### src/rtl/serial_shift_unit_if.sv
// serial_shift_unit_if: request/result bundle between the control unit and the shift unit.
// Ports carried:
//   start       - one-cycle request, sampled only while the unit is idle
//   ShiftOp     - 3-bit operation select (pass/SLL/SRL/SRA/ROL/ROR, 110/111 pass)
//   ShiftAmt_In - unsigned shift amount N
//   Data_In     - operand
//   Data_Out    - working/result register
//   busy        - high while an operation is in flight (SHIFT and DONE)
//   done        - one-cycle completion pulse
interface serial_shift_unit_if #(
    parameter int DATA_WIDTH = 32,
    parameter int AMT_WIDTH  = 5
);
    logic                  start;
    logic [2:0]            ShiftOp;
    logic [AMT_WIDTH-1:0]  ShiftAmt_In;
    logic [DATA_WIDTH-1:0] Data_In;
    logic [DATA_WIDTH-1:0] Data_Out;
    logic                  busy;
    logic                  done;

    modport master (
        output start, ShiftOp, ShiftAmt_In, Data_In,
        input  Data_Out, busy, done
    );

    modport slave (
        input  start, ShiftOp, ShiftAmt_In, Data_In,
        output Data_Out, busy, done
    );
endinterface

### src/rtl/serial_shift_unit.sv
// serial_shift_unit: multi-cycle shift/rotate unit, one bit position per clock.
// Ports:
//   clk   - rising-edge clock
//   reset - asynchronous active-high reset to IDLE with all registers cleared
//   bus   - serial_shift_unit_if slave (start/ShiftOp/ShiftAmt_In/Data_In in,
//           Data_Out/busy/done out, all outputs registered)
// DATA_WIDTH must equal 2**AMT_WIDTH.
module serial_shift_unit #(
    parameter int DATA_WIDTH = 32,
    parameter int AMT_WIDTH  = 5
) (
    input  logic                  clk,
    input  logic                  reset,
    serial_shift_unit_if.slave    bus
);
    localparam logic [1:0] IDLE  = 2'd0;
    localparam logic [1:0] SHIFT = 2'd1;
    localparam logic [1:0] DONE  = 2'd2;

    localparam logic [2:0] OP_SLL = 3'b001;
    localparam logic [2:0] OP_SRL = 3'b010;
    localparam logic [2:0] OP_SRA = 3'b011;
    localparam logic [2:0] OP_ROL = 3'b100;
    localparam logic [2:0] OP_ROR = 3'b101;

    logic [1:0]            state_q, state_d;
    logic [DATA_WIDTH-1:0] data_q, data_d;
    logic [AMT_WIDTH-1:0]  cnt_q, cnt_d;
    logic [2:0]            op_q, op_d;
    logic                  busy_q, busy_d;
    logic                  done_q, done_d;
    logic [DATA_WIDTH-1:0] step;
    logic                  real_op;

    // Only SLL..ROR with a non-zero amount needs the SHIFT state; pass,
    // reserved ops and N = 0 go straight to DONE with the operand unchanged.
    assign real_op = (bus.ShiftOp >= OP_SLL) && (bus.ShiftOp <= OP_ROR) &&
                     (bus.ShiftAmt_In != '0);

    always_comb begin
        step = data_q;
        case (op_q)
            OP_SLL:  step = {data_q[DATA_WIDTH-2:0], 1'b0};
            OP_SRL:  step = {1'b0, data_q[DATA_WIDTH-1:1]};
            OP_SRA:  step = {data_q[DATA_WIDTH-1], data_q[DATA_WIDTH-1:1]};
            OP_ROL:  step = {data_q[DATA_WIDTH-2:0], data_q[DATA_WIDTH-1]};
            OP_ROR:  step = {data_q[0], data_q[DATA_WIDTH-1:1]};
            default: step = data_q;
        endcase
    end

    always_comb begin
        state_d = state_q;
        data_d  = data_q;
        cnt_d   = cnt_q;
        op_d    = op_q;
        case (state_q)
            IDLE: if (bus.start) begin
                data_d  = bus.Data_In;
                cnt_d   = bus.ShiftAmt_In;
                op_d    = bus.ShiftOp;
                state_d = real_op ? SHIFT : DONE;
            end
            SHIFT: begin
                data_d  = step;
                cnt_d   = cnt_q - 1'b1;
                state_d = (cnt_q == 1) ? DONE : SHIFT;
            end
            default: state_d = IDLE;
        endcase
        // Flags are registered from the next state so they line up with it.
        busy_d = (state_d != IDLE);
        done_d = (state_d == DONE);
    end

    always_ff @(posedge clk or posedge reset) begin
        if (reset) begin
            state_q <= IDLE;
            data_q  <= '0;
            cnt_q   <= '0;
            op_q    <= '0;
            busy_q  <= 1'b0;
            done_q  <= 1'b0;
        end else begin
            state_q <= state_d;
            data_q  <= data_d;
            cnt_q   <= cnt_d;
            op_q    <= op_d;
            busy_q  <= busy_d;
            done_q  <= done_d;
        end
    end

    assign bus.Data_Out = data_q;
    assign bus.busy     = busy_q;
    assign bus.done     = done_q;
endmodule

### src/flat_wrapper.sv
// flat-port wrapper written by rule: the top's interface ports become plain ports
module serial_shift_unit_flat 
#(
    parameter int DATA_WIDTH = 32,
    parameter int AMT_WIDTH  = 5
)
  (clk, reset, bus_start, bus_ShiftOp, bus_ShiftAmt_In, bus_Data_In, bus_Data_Out, bus_busy, bus_done);
  serial_shift_unit_if #(.DATA_WIDTH(DATA_WIDTH), .AMT_WIDTH(AMT_WIDTH)) bus_i ();
  input  logic clk;
  input  logic reset;
  input wire logic [$bits(bus_i.start)-1:0] bus_start;
  input wire logic [$bits(bus_i.ShiftOp)-1:0] bus_ShiftOp;
  input wire logic [$bits(bus_i.ShiftAmt_In)-1:0] bus_ShiftAmt_In;
  input wire logic [$bits(bus_i.Data_In)-1:0] bus_Data_In;
  output wire logic [$bits(bus_i.Data_Out)-1:0] bus_Data_Out;
  output wire logic [$bits(bus_i.busy)-1:0] bus_busy;
  output wire logic [$bits(bus_i.done)-1:0] bus_done;
  assign bus_i.start = bus_start;
  assign bus_i.ShiftOp = bus_ShiftOp;
  assign bus_i.ShiftAmt_In = bus_ShiftAmt_In;
  assign bus_i.Data_In = bus_Data_In;
  assign bus_Data_Out = bus_i.Data_Out;
  assign bus_busy = bus_i.busy;
  assign bus_done = bus_i.done;
  serial_shift_unit #(.DATA_WIDTH(DATA_WIDTH), .AMT_WIDTH(AMT_WIDTH)) u_core (.clk(clk), .reset(reset), .bus(bus_i));
endmodule
### config.mk
export PLATFORM = sky130hd
export DESIGN_NAME = serial_shift_unit_flat
export DESIGN_NICKNAME = d
export VERILOG_FILES = /design/src/rtl/serial_shift_unit_if.sv /design/src/rtl/serial_shift_unit.sv /design/src/flat_wrapper.sv
export SDC_FILE = /design/constraint.sdc
export NUM_CORES = 1
export LEC_CHECK = 0
export ABC_CLOCK_PERIOD_IN_PS = 1600
export BUFFER_PORTS_ARGS = -buffer_cell sky130_fd_sc_hd__clkbuf_2
export CAP_MARGIN = 20
export CELL_PAD_IN_SITES_DETAIL_PLACEMENT = 2
export CELL_PAD_IN_SITES_GLOBAL_PLACEMENT = 2
export CORE_MARGIN = 3
export CORE_UTILIZATION = 28
export DETAILED_ROUTE_END_ITERATION = 8
export GPL_TIMING_DRIVEN = 0
export PLACE_DENSITY = 0.74
export RECOVER_POWER = 25
export SYNTH_ARGS = -nofsm -noshare
export SYNTH_HDL_FRONTEND = slang
export SYNTH_SLANG_ARGS = --single-unit
### constraint.sdc
create_clock -name clk -period 1.6 [get_ports clk]
set_clock_uncertainty 0.1 [all_clocks]
set_input_delay 0.16 -clock clk [delete_from_list [all_inputs] [get_ports clk]]
set_output_delay 0.16 -clock clk [all_outputs]
set_load 0.02 [all_outputs]
==> results.md <==
* Result of the run: complete, but fails checks
* Violated checks: setup timing
* Maximum level of the CTS H-tree at 2
* Most frequently used cell type in the post-synthesis netlist: o21ai_0
* WL per Instance at 20.7 um
* Antenna fix cells at 0
* Logic gate share of total power at 0.680
* Cell types with the largest area share after synthesis: dfrtp_1, o21ai_0, mux2_2
* Clock tree from TritonCTS: done
* Sum of internal, switching and leakage power at 10.8 mW
* RSZ-0062 raised after global routing: true
* Site Rows at 36
* Sequential share of power at 0.236
* Clock input transition at the sequential cells of the worst setup and hold paths at 100 ps
* Global-route wire length before repair at 18.2 mm
* Portion of synthesized cell area occupied by the leading cell type at 0.376
* Number of maximum-capacitance violations at 0
* Period utilisation layout at 1.10
* Endpoint type of the worst setup path: flop
* Residual antenna-violating net count after detailed routing at 0
* EDFF count, synth at 0
* Area Overhead vs Synth at 39.5%
* Post-detailed-placement cell area at 3510 um2
* Clk buf depth at 2
* Setup Total Neg Slack at -3730 ps
* All-layer global routing usage at 0.198
* Count of state elements after synthesis at 44
* Number of vias per cell at 5.33
* Most numerous cell types in the synthesized netlist: o21ai_0, dfrtp_1, nand2_1
* Number of antenna violations at the first check in global routing at 0
* Insertion delay to the later sink of the worst-skew pair at 310 ps
* Fmax at 0.566 GHz
* Power Dens Cells at 2650 nW/um2
* Count of filler cells inserted in the layout at 1114
* Distinct cell type count after synthesis at 41
* Total number of clock tree sinks at 44
* Final hold viol count at 0
* Clock group share of total power at 0.083
* Final min period at 1770 ps
* Number of CTS-inserted buffers at 5
* Fin. max-slew vios at 0
* Cell-internal power at 5.44 mW
* GPL Wtd Cong at 0.790
* Number of warnings printed during yosys synthesis at 0
* Pin count of the biggest net entering global routing at 26
* Starting Density at 0.294
* Worst max-slew margin expressed relative to the limit at 0.424
* Setup ws final at -168 ps
* IO Pins at 77
* DRC errors left at 0
* Critical Path AT at 1860 ps
* Height of the die at 108 um
* Net Switching at 5.37 mW
* Top_reg_cell synth: dfrtp_1
* Synthesized area divided by synthesized cell count at 8.57 um2
* Startpoint class of the critical path: flop
* Sequential fraction of the synthesis area at 0.376
* FFs w/ async S/R, synth at 1.00
* Die area at 11700 um2
* Instance count of the mapped netlist at 342
* Core Box Area at 9950 um2
* Port buffer count at 76
* Chip width at 108 um
* Switching fraction of total power at 0.497
* Iteration count of the initial detailed-routing pass at 4
* Via total after detailed routing at 3082
* Setup-failing EPs final at 32
* Required time of the critical path at 1690 ps
* Total routed wirelength at 12.0 mm
* Actual slew at the worst max-slew pin at 862 ps
* Share of post-route cells with drive strength above 1 at 0.427
* Remaining Overflow, GRT at 0
* Synthesized netlist net count at 387
* Worst-path maximum fanout at 10
* Peak supply drop at 0.723 mV
* Total number of nets in the final design at 489
* Drt initial violations at 83
* Path type of the worst min-delay path: in2reg
* Placed wire-length estimate after detailed placement at 7.74 mm
* Cell type with the highest aggregate area in the netlist: dfrtp_1
* Cell at the root of the clock tree: clkbuf_8
* Number of global-route vias before repair at 3394
* Static leakage at 1.80 nW
* Type of the worst setup path: reg2reg
* Area of the mapped netlist at 2930 um2
* Layout Cell Area excl Fill at 4090 um2
## critical path, stage by stage, from the launching register on
cell and delay [ps]:
dfrtp_2 460, or3_4 420, a31o_4 280, buf_4 190, nor2_1 150, a31oi_2 50
## final timing paths
| path | depth (start not counted) | to | slack (ps) | from |
|---|---|---|---|---|
| worst min-delay path | 2 | u_core.op_q[0] | 8 | bus_ShiftOp[0] |
| min in group asynchronous | 3 | u_core.cnt_q[3] | 460 | reset |
| worst max-delay path | 5 | u_core.bus.Data_Out[13] | -170 | u_core.op_q[2] |
| worst min register to register | 2 | u_core.cnt_q[4] | 470 | u_core.cnt_q[4] |
| worst max register to register | 5 | u_core.bus.Data_Out[13] | -170 | u_core.op_q[2] |
| max in group asynchronous | 4 | u_core.bus.Data_Out[3] | 180 | reset |
## metal layers
layer	vias to the layer above	global-route usage	share of wire
li1	1441	-	-
met1	1585	0.248	0.43
met2	52	0.362	0.54
met3	4	0.0245	0.025
met4	0	0.0451	0.0078
met5	-	0	0
## state kept, by name, indices dropped and copies added, names as in the netlist
name / count
u_core.bus.busy: 1
u_core.op_q: 3
u_core.state_q: 2
u_core.bus.done: 1
u_core.cnt_q: 5
u_core.bus.Data_Out: 32
## cell usage in the layout, fill, tap and decap left out, drive strengths merged
cell type	synthesis	layout
a21o	1	1
a21oi	19	19
a31o	1	1
a31oi	22	22
a32oi	2	2
and2	1	1
and3	1	1
and3b	1	1
and4b	1	1
buf	17	36
bufinv	0	1
clkbuf	14	92
clkinv	0	1
dfrtp	44	44
dlygate4sd3	0	4
ha	2	2
inv	15	15
mux2	21	21
mux2i	12	12
nand2	30	30
nand2b	14	14
nand3	1	1
nand3b	1	1
nand4b	1	1
nor2	15	15
nor2b	6	6
nor3	2	2
nor3b	2	2
o21ai	66	66
o21bai	2	2
o22a	7	7
o22ai	3	3
o31a	12	12
o31ai	2	2
o41a	1	1
or3	1	1
or4	1	1
or4b	1	1
## cell families (layout without fill, tap and decap cells)
group	Yosys count	after routing	synth area share
muxes	33	33	0.122
AOI/OAI and AO/OA	138	138	0.283
buffers and inverters	46	149	0.0726
and+or+nand+nor	79	79	0.138
adders and majority gates	2	2	0.00854
DFF	44	44	0.376
## power by group through the flow
stage | logic [mW] | clock network [mW] | registers [mW]
global placement | 5.57 | 0 | 2.48
CTS | 6.27 | 0.921 | 2.50
detailed placement | 5.83 | 0 | 2.52
global route | 8.09 | 0.959 | 2.66
floorplan | 3.66 | 0 | 2.76
finish | 7.36 | 0.902 | 2.56
## stage by stage
step | setup slack, ps | hold slack [ps] | cells | utilization
2_1_floorplan | -27.7 | 212 | 342 | -
3_3_place_gp | -520 | 323 | 551 | 0.351
3_5_place_dp | -466 | 112 | 552 | 0.353
4_1_cts | -183 | 2.86 | 566 | 0.381
5_1_grt | -228 | 16.7 | 578 | 0.411
6_report | -168 | 8.32 | 578 | 0.411
## area by class of cell
class | instances | area [um2] | share of cell area
clock buffers | 6 | 72.6 | 0.0178
flip-flops and latches | 44 | 1100 | 0.270
inverters | 15 | 56.3 | 0.0138
well taps | 133 | 166 | 0.0407
clock inverters | 2 | 35.0 | 0.00857
plain buffers | 30 | 283 | 0.0692
repair buffers | 96 | 543 | 0.133
multi-input cells | 252 | 1830 | 0.447
## what timing repair did
item,4_1_cts,5_1_grt
buffers inserted,3,10
pin swaps,3,7
hold endpoints to repair,22,0
gates cloned,0,2
resized for setup,37,72
hold buffers,4,0
setup endpoints to repair,40,36
Power figures use the tool's default switching activity.
